==> src/rtl/aes_pkg.sv <==
// Shared AES decrypt helpers: inverse S-box, GF(2^8) arithmetic,
// InvShiftRows byte map, FSM state type and round-count derivation.
package aes_pkg;

  localparam int unsigned BLOCK_W     = 128;
  localparam int unsigned ROUND_IDX_W = 4;

  typedef enum logic [1:0] {
    ST_IDLE  = 2'd0,
    ST_ROUND = 2'd1,
    ST_DONE  = 2'd2
  } dec_state_e;

  // Output byte i of InvShiftRows takes input byte INV_SHIFT_IDX[i] (byte 0 = MSB).
  localparam int INV_SHIFT_IDX [16] = '{0, 13, 10, 7, 4, 1, 14, 11, 8, 5, 2, 15, 12, 9, 6, 3};

  localparam logic [7:0] INV_SBOX [256] = '{
    8'h52, 8'h09, 8'h6a, 8'hd5, 8'h30, 8'h36, 8'ha5, 8'h38, 8'hbf, 8'h40, 8'ha3, 8'h9e, 8'h81, 8'hf3, 8'hd7, 8'hfb,
    8'h7c, 8'he3, 8'h39, 8'h82, 8'h9b, 8'h2f, 8'hff, 8'h87, 8'h34, 8'h8e, 8'h43, 8'h44, 8'hc4, 8'hde, 8'he9, 8'hcb,
    8'h54, 8'h7b, 8'h94, 8'h32, 8'ha6, 8'hc2, 8'h23, 8'h3d, 8'hee, 8'h4c, 8'h95, 8'h0b, 8'h42, 8'hfa, 8'hc3, 8'h4e,
    8'h08, 8'h2e, 8'ha1, 8'h66, 8'h28, 8'hd9, 8'h24, 8'hb2, 8'h76, 8'h5b, 8'ha2, 8'h49, 8'h6d, 8'h8b, 8'hd1, 8'h25,
    8'h72, 8'hf8, 8'hf6, 8'h64, 8'h86, 8'h68, 8'h98, 8'h16, 8'hd4, 8'ha4, 8'h5c, 8'hcc, 8'h5d, 8'h65, 8'hb6, 8'h92,
    8'h6c, 8'h70, 8'h48, 8'h50, 8'hfd, 8'hed, 8'hb9, 8'hda, 8'h5e, 8'h15, 8'h46, 8'h57, 8'ha7, 8'h8d, 8'h9d, 8'h84,
    8'h90, 8'hd8, 8'hab, 8'h00, 8'h8c, 8'hbc, 8'hd3, 8'h0a, 8'hf7, 8'he4, 8'h58, 8'h05, 8'hb8, 8'hb3, 8'h45, 8'h06,
    8'hd0, 8'h2c, 8'h1e, 8'h8f, 8'hca, 8'h3f, 8'h0f, 8'h02, 8'hc1, 8'haf, 8'hbd, 8'h03, 8'h01, 8'h13, 8'h8a, 8'h6b,
    8'h3a, 8'h91, 8'h11, 8'h41, 8'h4f, 8'h67, 8'hdc, 8'hea, 8'h97, 8'hf2, 8'hcf, 8'hce, 8'hf0, 8'hb4, 8'he6, 8'h73,
    8'h96, 8'hac, 8'h74, 8'h22, 8'he7, 8'had, 8'h35, 8'h85, 8'he2, 8'hf9, 8'h37, 8'he8, 8'h1c, 8'h75, 8'hdf, 8'h6e,
    8'h47, 8'hf1, 8'h1a, 8'h71, 8'h1d, 8'h29, 8'hc5, 8'h89, 8'h6f, 8'hb7, 8'h62, 8'h0e, 8'haa, 8'h18, 8'hbe, 8'h1b,
    8'hfc, 8'h56, 8'h3e, 8'h4b, 8'hc6, 8'hd2, 8'h79, 8'h20, 8'h9a, 8'hdb, 8'hc0, 8'hfe, 8'h78, 8'hcd, 8'h5a, 8'hf4,
    8'h1f, 8'hdd, 8'ha8, 8'h33, 8'h88, 8'h07, 8'hc7, 8'h31, 8'hb1, 8'h12, 8'h10, 8'h59, 8'h27, 8'h80, 8'hec, 8'h5f,
    8'h60, 8'h51, 8'h7f, 8'ha9, 8'h19, 8'hb5, 8'h4a, 8'h0d, 8'h2d, 8'he5, 8'h7a, 8'h9f, 8'h93, 8'hc9, 8'h9c, 8'hef,
    8'ha0, 8'he0, 8'h3b, 8'h4d, 8'hae, 8'h2a, 8'hf5, 8'hb0, 8'hc8, 8'heb, 8'hbb, 8'h3c, 8'h83, 8'h53, 8'h99, 8'h61,
    8'h17, 8'h2b, 8'h04, 8'h7e, 8'hba, 8'h77, 8'hd6, 8'h26, 8'he1, 8'h69, 8'h14, 8'h63, 8'h55, 8'h21, 8'h0c, 8'h7d
  };

  function automatic logic [7:0] inv_sbox(input logic [7:0] b);
    return INV_SBOX[b];
  endfunction

  // Multiply by x modulo 0x11B.
  function automatic logic [7:0] xtime(input logic [7:0] b);
    return {b[6:0], 1'b0} ^ (b[7] ? 8'h1b : 8'h00);
  endfunction

  function automatic logic [7:0] gmul(input logic [7:0] a, input logic [7:0] b);
    logic [7:0] acc;
    logic [7:0] p;
    acc = 8'h00;
    p   = a;
    for (int i = 0; i < 8; i++) begin
      if (b[i]) acc = acc ^ p;
      p = xtime(p);
    end
    return acc;
  endfunction

  function automatic int unsigned nr_from_nk(input int unsigned nk);
    return nk + 6;
  endfunction

endpackage

==> src/rtl/aes_inv_round.sv <==
// One combinational AES inverse round: InvShiftRows, InvSubBytes,
// AddRoundKey, then InvMixColumns unless this is the final round.
module aes_inv_round
  import aes_pkg::*;
(
  input  logic [BLOCK_W-1:0] state_i,
  input  logic [BLOCK_W-1:0] rk_i,
  input  logic               final_i,
  output logic [BLOCK_W-1:0] state_o
);

  logic [BLOCK_W-1:0] sub_c;
  logic [BLOCK_W-1:0] mix_c;

  function automatic logic [31:0] inv_mix_col(input logic [31:0] col);
    logic [7:0] a0, a1, a2, a3;
    {a0, a1, a2, a3} = col;
    return {gmul(a0, 8'h0e) ^ gmul(a1, 8'h0b) ^ gmul(a2, 8'h0d) ^ gmul(a3, 8'h09),
            gmul(a0, 8'h09) ^ gmul(a1, 8'h0e) ^ gmul(a2, 8'h0b) ^ gmul(a3, 8'h0d),
            gmul(a0, 8'h0d) ^ gmul(a1, 8'h09) ^ gmul(a2, 8'h0e) ^ gmul(a3, 8'h0b),
            gmul(a0, 8'h0b) ^ gmul(a1, 8'h0d) ^ gmul(a2, 8'h09) ^ gmul(a3, 8'h0e)};
  endfunction

  // Row rotation and byte substitution commute, so do them in one pass.
  always_comb begin
    sub_c = '0;
    for (int i = 0; i < 16; i++) begin
      sub_c[8*(15-i) +: 8] = inv_sbox(state_i[8*(15-INV_SHIFT_IDX[i]) +: 8]);
    end
    sub_c = sub_c ^ rk_i;
  end

  always_comb begin
    mix_c = '0;
    for (int c = 0; c < 4; c++) begin
      mix_c[32*(3-c) +: 32] = inv_mix_col(sub_c[32*(3-c) +: 32]);
    end
  end

  assign state_o = final_i ? sub_c : mix_c;

endmodule

==> src/rtl/aes_block_decryptor.sv <==
// Iterative AES inverse cipher, one round per clock, valid/ready on both sides.
// Build option AES_DEC_KEYLATCH_EN: capture round_keys at accept and run from the copy.
module aes_block_decryptor
  import aes_pkg::*;
#(
  parameter int unsigned Nk = 4,
  parameter int unsigned Nr = 10
) (
  input  logic                    clk,
  input  logic                    reset,
  input  logic [128*(Nr+1)-1:0]   round_keys,
  input  logic                    in_valid,
  output logic                    in_ready,
  input  logic [BLOCK_W-1:0]      in_block,
  output logic                    out_valid,
  input  logic                    out_ready,
  output logic [BLOCK_W-1:0]      out_block,
  output logic                    busy,
  output logic [ROUND_IDX_W-1:0]  round_idx
);

  localparam int unsigned KEY_W = 128 * (Nr + 1);

  if (!((Nk == 4) || (Nk == 6) || (Nk == 8)) || (Nr != nr_from_nk(Nk))) begin : g_bad_cfg
    $error("aes_block_decryptor: illegal Nk/Nr combination");
  end

  dec_state_e             state_q, state_d;
  logic [BLOCK_W-1:0]     blk_q, blk_d;
  logic [BLOCK_W-1:0]     out_q, out_d;
  logic                   out_valid_q, out_valid_d;
  logic [ROUND_IDX_W-1:0] round_q, round_d;
  logic                   busy_q, busy_d;
  logic                   accept_c;
  logic [KEY_W-1:0]       keys_c;
  logic [BLOCK_W-1:0]     rk_c [Nr+1];
  logic [BLOCK_W-1:0]     round_out_c;

  assign in_ready = ~reset & ((state_q == ST_IDLE) | ((state_q == ST_DONE) & out_ready));
  assign accept_c = in_valid & in_ready;

`ifdef AES_DEC_KEYLATCH_EN
  logic [KEY_W-1:0] keys_q;

  always_ff @(posedge clk) begin
    if (reset) begin
      keys_q <= '0;
    end else if (accept_c) begin
      keys_q <= round_keys;
    end
  end

  assign keys_c = keys_q;
`else
  assign keys_c = round_keys;
`endif

  // Round key r lives at the slice counted down from the top of the schedule.
  for (genvar r = 0; r <= int'(Nr); r++) begin : g_rk
    assign rk_c[r] = keys_c[128*(Nr-r) +: 128];
  end

  aes_inv_round u_round (
    .state_i (blk_q),
    .rk_i    (rk_c[round_q]),
    .final_i (round_q == '0),
    .state_o (round_out_c)
  );

  always_ff @(posedge clk) begin
    if (reset) begin
      state_q     <= ST_IDLE;
      blk_q       <= '0;
      out_q       <= '0;
      out_valid_q <= 1'b0;
      round_q     <= '0;
      busy_q      <= 1'b0;
    end else begin
      state_q     <= state_d;
      blk_q       <= blk_d;
      out_q       <= out_d;
      out_valid_q <= out_valid_d;
      round_q     <= round_d;
      busy_q      <= busy_d;
    end
  end

  // Next state; the initial AddRoundKey uses the live key (identical to a latched copy at accept).
  always_comb begin
    state_d     = state_q;
    blk_d       = blk_q;
    out_d       = out_q;
    out_valid_d = out_valid_q;
    round_d     = round_q;
    case (state_q)
      ST_IDLE: begin
        if (accept_c) begin
          blk_d   = in_block ^ round_keys[BLOCK_W-1:0];
          round_d = ROUND_IDX_W'(Nr - 1);
          state_d = ST_ROUND;
        end
      end
      ST_ROUND: begin
        blk_d = round_out_c;
        if (round_q == '0) begin
          out_d       = round_out_c;
          out_valid_d = 1'b1;
          state_d     = ST_DONE;
        end else begin
          round_d = round_q - ROUND_IDX_W'(1);
        end
      end
      ST_DONE: begin
        if (out_ready) begin
          out_valid_d = 1'b0;
          if (in_valid) begin
            blk_d   = in_block ^ round_keys[BLOCK_W-1:0];
            round_d = ROUND_IDX_W'(Nr - 1);
            state_d = ST_ROUND;
          end else begin
            state_d = ST_IDLE;
          end
        end
      end
      default: begin
        state_d = ST_IDLE;
      end
    endcase
    busy_d = (state_d == ST_ROUND);
  end

  assign out_valid = out_valid_q;
  assign out_block = out_q;
  assign busy      = busy_q;
  assign round_idx = round_q;

endmodule

==> config.mk <==
export PLATFORM = sky130hd
export DESIGN_NAME = aes_block_decryptor
export DESIGN_NICKNAME = d
export VERILOG_FILES = /design/src/rtl/aes_pkg.sv /design/src/rtl/aes_inv_round.sv /design/src/rtl/aes_block_decryptor.sv
export SDC_FILE = /design/constraint.sdc
export NUM_CORES = 2
export LEC_CHECK = 0
export CORE_AREA = 2 2 646 648
export CTS_BUF_LIST = sky130_fd_sc_hd__clkbuf_4 sky130_fd_sc_hd__clkbuf_8 sky130_fd_sc_hd__clkbuf_16
export DETAILED_ROUTE_END_ITERATION = 10
export DIE_AREA = 0 0 648 650
export PLACE_DENSITY = 0.39
export RECOVER_POWER = 100
export REMOVE_ABC_BUFFERS = 1
export SKIP_CTS_REPAIR_TIMING = 1
export SYNTH_ARGS = -nofsm -noshare
export SYNTH_HDL_FRONTEND = slang
export SYNTH_HIERARCHICAL = 1
export SYNTH_SLANG_ARGS = --single-unit
==> constraint.sdc <==
create_clock -name clk -period 6.9 [get_ports clk]
set_input_delay 0.69 -clock clk [delete_from_list [all_inputs] [get_ports clk]]
set_output_delay 0.69 -clock clk [all_outputs]
set_load 0.02 [all_outputs]
# == After elaboration in Yosys (flattened, before gate mapping) ==
# Memory sizes are Yosys's and may differ from the RTL's.
# Index checks and enable logic that the tools add are counted.
# op_classes
eq_ne,8
add_sub_neg,1
reduce_logical,8
mux,101
magnitude_cmp,17
bitwise_logic,232
# ops
operator,count
bitwise XOR 8 bit,202
2-to-1 mux 128 bit,6
binary-select mux 128 bit (select 4 bit),1
case mux 128 bit (3 select lines),1
2-to-1 mux 8 bit,32
bitwise XOR 128 bit,2
2-to-1 mux 5 bit,48
>= comparator 9 bit (second input constant),16
NOT 8 -> 9 bit,16
bitwise XOR 8 x 5 -> 8 bit,6
2-to-1 mux 4 bit,4
case mux 4 bit (3 select lines),1
!= test 2 bit (second input constant),4
2-to-1 mux 2 bit,3
case mux 2 bit (3 select lines),1
>= comparator 5 bit (second input constant),1
NOT 4 -> 5 bit,1
AND reduction 5 bit,1
equality test 2 x 1 -> 1 bit (second input constant),2
logical NOT 4 bit,1
AND reduction 4 bit,1
subtractor 4 x 1 -> 4 bit (second input constant),1
bitwise AND 1 bit,3
2-to-1 mux 1 bit,3
10 further kinds,10
# totals
mem_count,16
reg_bits,264
wordCells,389
out_inout_bits,135
mem_bits_ro,32768
# memory_table
memory,depth,word_bits,read_ports,rd_ports_with_merged_regs,write_ports,line,rtl
(no name shown),256,8,1,0,0,aes_pkg.sv:37,return INV_SBOX[b];
(no name shown),256,8,1,0,0,aes_pkg.sv:37,
(no name shown),256,8,1,0,0,aes_pkg.sv:37,
(no name shown),256,8,1,0,0,aes_pkg.sv:37,
(no name shown),256,8,1,0,0,aes_pkg.sv:37,
(no name shown),256,8,1,0,0,aes_pkg.sv:37,
10 more memories,--,--,--,--,--,--,

# == Longest topological paths before layout ==
# depth
word_depth,17
mapped_depth,21
depth_no_buf,16

# == Hierarchy ==
# Netlist, hierarchy kept.
# modules_own_cells
mod,area_each_um2,cells_each,instances
aes_inv_round,67324.6,9792,1
aes_block_decryptor,22394.0,2447,1

# == Worst setup path after synthesis ==
# Ideal clock, no wire load.
# synth_timing
path_type,register to register
start,register blk_q[33]
end,register blk_q[83]
n_path_buf,3
stages_incl_launch_ff,20
setup_slack_ns,1.691
t_arrival_ns,5.077
t_required_ns,6.768
path_cell_list,dfxtp_1 > clkbuf_1 > clkbuf_1 > inv_1 > ha_1 > and2_1 > clkbuf_1 > nor2_1 > a2111oi_0 > a221oi_1 > a221oi_1 > xnor2_2 > xor3_1 > xor2_1 > xnor2_2 > xnor3_1 > xnor2_1 > mux2i_1 > o221ai_1 > a21oi_1
# synth_via
elab_chain_len,13
# synth_lines
item,line,rtl
from (decl),aes_block_decryptor.sv:29,"logic [BLOCK_W-1:0] blk_q, blk_d;"
from (signal assigned),aes_block_decryptor.sv:80,blk_q <= blk_d;
NOT 8 -> 9 bit (not written as such) (*),aes_pkg.sv:37,
memory read (256 x 8 bit) (*),--,
2-to-1 mux 8 bit (not written as such) (*) (2 in series),aes_pkg.sv:37,
bitwise XOR 128 bit (*),aes_inv_round.sv:30,sub_c = sub_c ^ rk_i;
bitwise XOR 8 bit or 2-to-1 mux 5 bit (tied branches),aes_pkg.sv:42,"return {b[6:0], 1'b0} ^ (b[7] ? 8'h1b : 8'h00);"
2-to-1 mux 5 bit or bitwise XOR 8 bit (tied branches),aes_pkg.sv:42,
bitwise XOR 8 bit or 2-to-1 mux 5 bit (tied branches),aes_pkg.sv:42,
"bitwise XOR 8 bit, on equally long branches","aes_pkg.sv:51, aes_pkg.sv:42",
bitwise XOR 8 bit (*),aes_pkg.sv:51,if (b[i]) acc = acc ^ p;
bitwise XOR 8 bit (*),aes_inv_round.sv:19,"gmul(a0, 8'h09) ^ gmul(a1, 8'h0e) ^ gmul(a2, 8'h0b) ^ gmul(a3, 8'h0d),"
2-to-1 mux 128 bit (*),aes_inv_round.sv:40,assign state_o = final_i ? sub_c : mix_c;
via round_out_c[83],aes_block_decryptor.sv:37,logic [BLOCK_W-1:0] round_out_c;
case mux 128 bit (3 select lines) (*),aes_block_decryptor.sv:95,case (state_q)
# The timed path passes the listed nets; every way through them passes the cells marked *. The select of a mux whose other input is x is not followed.
# A chain may end at the register's enable or synchronous reset.

# == Final worst setup path ==
# layout_timing
start,register blk_q[27]
end,register blk_q[15]
# layout_via
elab_chain_len,14
# layout_lines
item,line,rtl
NOT 8 -> 9 bit (not written as such) (*),aes_pkg.sv:37,
memory read (256 x 8 bit) (*),--,
2-to-1 mux 8 bit (not written as such) (*) (2 in series),aes_pkg.sv:37,
bitwise XOR 128 bit (*),aes_inv_round.sv:30,
bitwise XOR 8 bit (2 in series),aes_pkg.sv:42,
"bitwise XOR 8 bit, on equally long branches","aes_pkg.sv:51, aes_pkg.sv:42",
bitwise XOR 8 bit (*),aes_pkg.sv:51,
bitwise XOR 8 bit (*) (3 in series),aes_inv_round.sv:20,"gmul(a0, 8'h0d) ^ gmul(a1, 8'h09) ^ gmul(a2, 8'h0e) ^ gmul(a3, 8'h0b),"
2-to-1 mux 128 bit (*),aes_inv_round.sv:40,
via round_out_c[15],aes_block_decryptor.sv:37,
case mux 128 bit (3 select lines) (*),aes_block_decryptor.sv:95,
# Marks and branches as above.

==> out/qor.csv <==
stage;metric;value;unit
status;status;finished, violations left;
status;failing checks;capacitance limit, slew limit;
flow_run;max-capacitance violation count;2;
place;IO buf count;1674;
sta;post-route clock skew;55.1;ps
finish;Finished Core Util;27.8;%
yosys;sequential share of the synthesized area;5.89;%
power;Pint;33.0;mW
grt;total track usage;32.7;%
clock_tree;Max Buffers Root-to-Sink;3;
yosys;ys async rst share;0;%
yosys;Yosys reg bits;264;
hold_path;Min-Delay Path Class;in -> reg;
sta;RSZ-0062 raised after global routing;no;
place;hpwl dp;576000;um
yosys;synth warn;6;
power;Pwr Density;668;nW/um2
power;sequential power share;3.9;%
die;FP Rows;237;
power;Psw;44.1;mW
grt;GRT overflow;0;
routing;routed vias/inst;6.08;
clock_tree;CTS tree;yes;
clock_tree;Num Clock Sinks;264;
sta;relative slew slack;-28.2;%
routing;drt drc;0;
die;initial core utilization;21.6;%
sta;Final Critical Period;6780;ps
die;core area;415000;um2
routing;Avg WL per Cell;38.2;um
die;IO Pins;1675;
routing;Final ANT Viol Nets;0;
die;Die X;648;um
yosys;EDFF count, synth;0;
place;Post-Place Cell Area;114000;um2
power;leakage power;39.4;nW
routing;via count;116000;
clock_tree;clock latency on the worst-skew pair;760;ps
sta;Final Hold Viols;0;
critical_path;CP Class;reg -> reg;
die;Die Y;650;um
grt;largest net degree at the start of global routing;142;
grt;vias in the first global route;108000;
power;combinational power share;92.4;%
routing;1st-iter DRT viols;16400;
finish;Area growth, synth to finish;28.7;%
clock_tree;Root Driver;clkbuf_16;
die;DIE AREA;421000;um2
sta;# setup viols final;0;
yosys;Synth Area per Inst;7.33;um2
critical_path;Worst Setup Start Kind;flip-flop;
sta;period utilization;98.3;%
place;gpl congestion;1.04;
sta;Max Clk Rate;0.147;GHz
finish;most frequent cells in the layout;1540 x clkdlybuf4s50_1, 1163 x nand2_1, 987 x a21oi_1, 729 x nor2_1, 724 x xnor2_1;
yosys;top_reg_cell synth;dfxtp_1;
critical_path;crit path DAT;7460;ps
finish;final instance area;115000;um2
critical_path;CP Max Fanout;83;
finish;fill count;45700;
routing;DRT Wirelength;727000;um
power;Net Sw Frac;57.2;%
yosys;Post-Syn Area;89700;um2
finish;fin nets;15100;
critical_path;Setup crit end kind;flip-flop;
clock_tree;clock buffer count from CTS;48;
power;Clock Power Share;3.7;%
finish;most common cell after layout, fill and taps aside;clkdlybuf4s50_1;
grt;first-pass GRT wire length;974000;um
grt;initial antenna violation count;233;
yosys;Yosys cell types;109;
finish;layout cells sized above 1;12.7;%
yosys;post-synthesis cell count;12200;
clock_tree;CTS clk-pin slew, worst paths;70;ps
routing;TritonRoute pass-1 iters;9;
critical_path;WP data required;7570;ps
power;Max VDD drop;0.953;mV
clock_tree;CTS H-tree lvls;2;
sta;worst slew pin tran;1920;ps
sta;Final Max Tran Viols;107;
worst max-delay path: stages (launching register included):
cell and delay, ps:
dfxtp_2 1340, nor2b_1 390, buf_4 300, or3_1 350, a32o_1 250, o21ai_0 370
a221oi_1 230, xnor2_1 250, clkbuf_1 430, xnor2_1 300, xnor2_1 420, xnor2_1 200
xnor2_1 500, nor2_1 80, a21oi_1 160, clkbuf_1 540, o221ai_1 290, a21oi_1 190
per-stage QoR:
step                hold slack (ps)  TNS (ps)  worst slack (ps)  power [mW]  std cells
detailed placement              448         0               277        74.2      18800
finish                          309         0               116        77.2      19000
CTS                             248         0               197        77.6      18800
global placement                444         0               234        75.2      18800
global route                    306         0              45.0        80.7      19000
floorplan                       528  -4441570            -17990        48.5      10800
registers in the layout, indices dropped and copies added (netlist names):
register   flops
round_idx      4
blk_q        128
state_q        2
busy           1
out_valid      1
out_block    128
worst paths after layout:
| path | startpoint | end | slack, ps | depth (start not counted) |
|---|---|---|---|---|
| max | blk_q[27]$_SDFFE_PP0P_ | blk_q[15]$_SDFFE_PP0P_ | 120 | 17 |
| min | reset | out_block[39]$_SDFFE_PP0P_ | 310 | 2 |
| max reg2reg | blk_q[27]$_SDFFE_PP0P_ | blk_q[15]$_SDFFE_PP0P_ | 120 | 17 |
| min reg2reg | out_block[81]$_SDFFE_PP0P_ | out_block[81]$_SDFFE_PP0P_ | 450 | 2 |
logic make-up after synthesis:
| family | synth area share, % |
|---|---|
| AND/OR/NAND/NOR | 21.9 |
| XOR/XNOR | 12.2 |
| multiplexers | 14.6 |
| adder cells (fa/ha/maj) | 4.14 |
| AO/OA/AOI/OAI | 33.2 |
| flip-flops | 5.89 |
| buffers and inverters | 8.00 |
area by class of cell:
class                           instances  area [um2]  share of cell area (%)
Multi-Input combinational cell      10300       77300                    66.9
Timing Repair Buffer                 2440       22900                    19.9
Tap cell                             5497        6880                    5.96
Sequential cell                       264        5430                    4.70
Clock buffer                           62        1410                    1.22
Inverter                              201         769                   0.666
Antenna cell                          180         450                   0.390
Clock inverter                         27         335                   0.290
power groups by stage:
stage	Sequential (mW)	Clock [mW]	Combinational, mW
5_1_grt	3.06	3.01	74.6
2_1_floorplan	3.98	0	44.5
6_report	2.97	2.87	71.3
3_3_place_gp	3.02	0	72.2
4_1_cts	2.97	2.99	71.6
3_5_place_dp	3.00	0	71.2
synth_stat cells (71+ instances only):
| master | count | area [um2] |
|---|---|---|
| mux2_2 | 171 | 1930 |
| buf_2 | 499 | 2500 |
| ha_1 | 295 | 3690 |
| dfxtp_1 | 264 | 5290 |
| mux4_2 | 394 | 8870 |
| o31ai_1 | 114 | 856 |
| nand2b_1 | 396 | 2480 |
| a211oi_1 | 219 | 1640 |
| o21ai_0 | 593 | 2970 |
| nand3_1 | 366 | 1830 |
| xnor3_1 | 74 | 1670 |
| xor2_1 | 219 | 1920 |
| nor3_1 | 299 | 1500 |
| o221ai_1 | 220 | 1930 |
| mux2i_1 | 233 | 2330 |
| o22ai_1 | 73 | 457 |
| clkbuf_1 | 733 | 2750 |
| a22oi_1 | 146 | 1100 |
| a31oi_1 | 220 | 1380 |
| o311ai_0 | 150 | 1310 |
| a221oi_1 | 119 | 1040 |
| nor2b_1 | 327 | 2050 |
| nor2_1 | 730 | 2740 |
| buf_4 | 75 | 563 |
| o211ai_1 | 204 | 1530 |
| and2_1 | 90 | 563 |
| or2_2 | 113 | 707 |
| or3_1 | 78 | 488 |
| inv_1 | 170 | 638 |
| a221o_1 | 141 | 1410 |
| a311oi_1 | 176 | 1540 |
| xnor2_1 | 715 | 6260 |
| buf_1 | 94 | 353 |
| nor3b_1 | 71 | 533 |
| a21oi_1 | 987 | 4940 |
| nand2_1 | 1163 | 4370 |
routing by layer:
layer | vias up | global-route usage (%) | share of wire [%]
li1 | 48900 | - | -
met1 | 57900 | 42.0 | 41
met2 | 7463 | 50.2 | 44
met3 | 1336 | 7.58 | 9.3
met4 | 84 | 17.9 | 6.2
met5 | - | 0 | 0.074
Power figures use the tool's default switching activity.
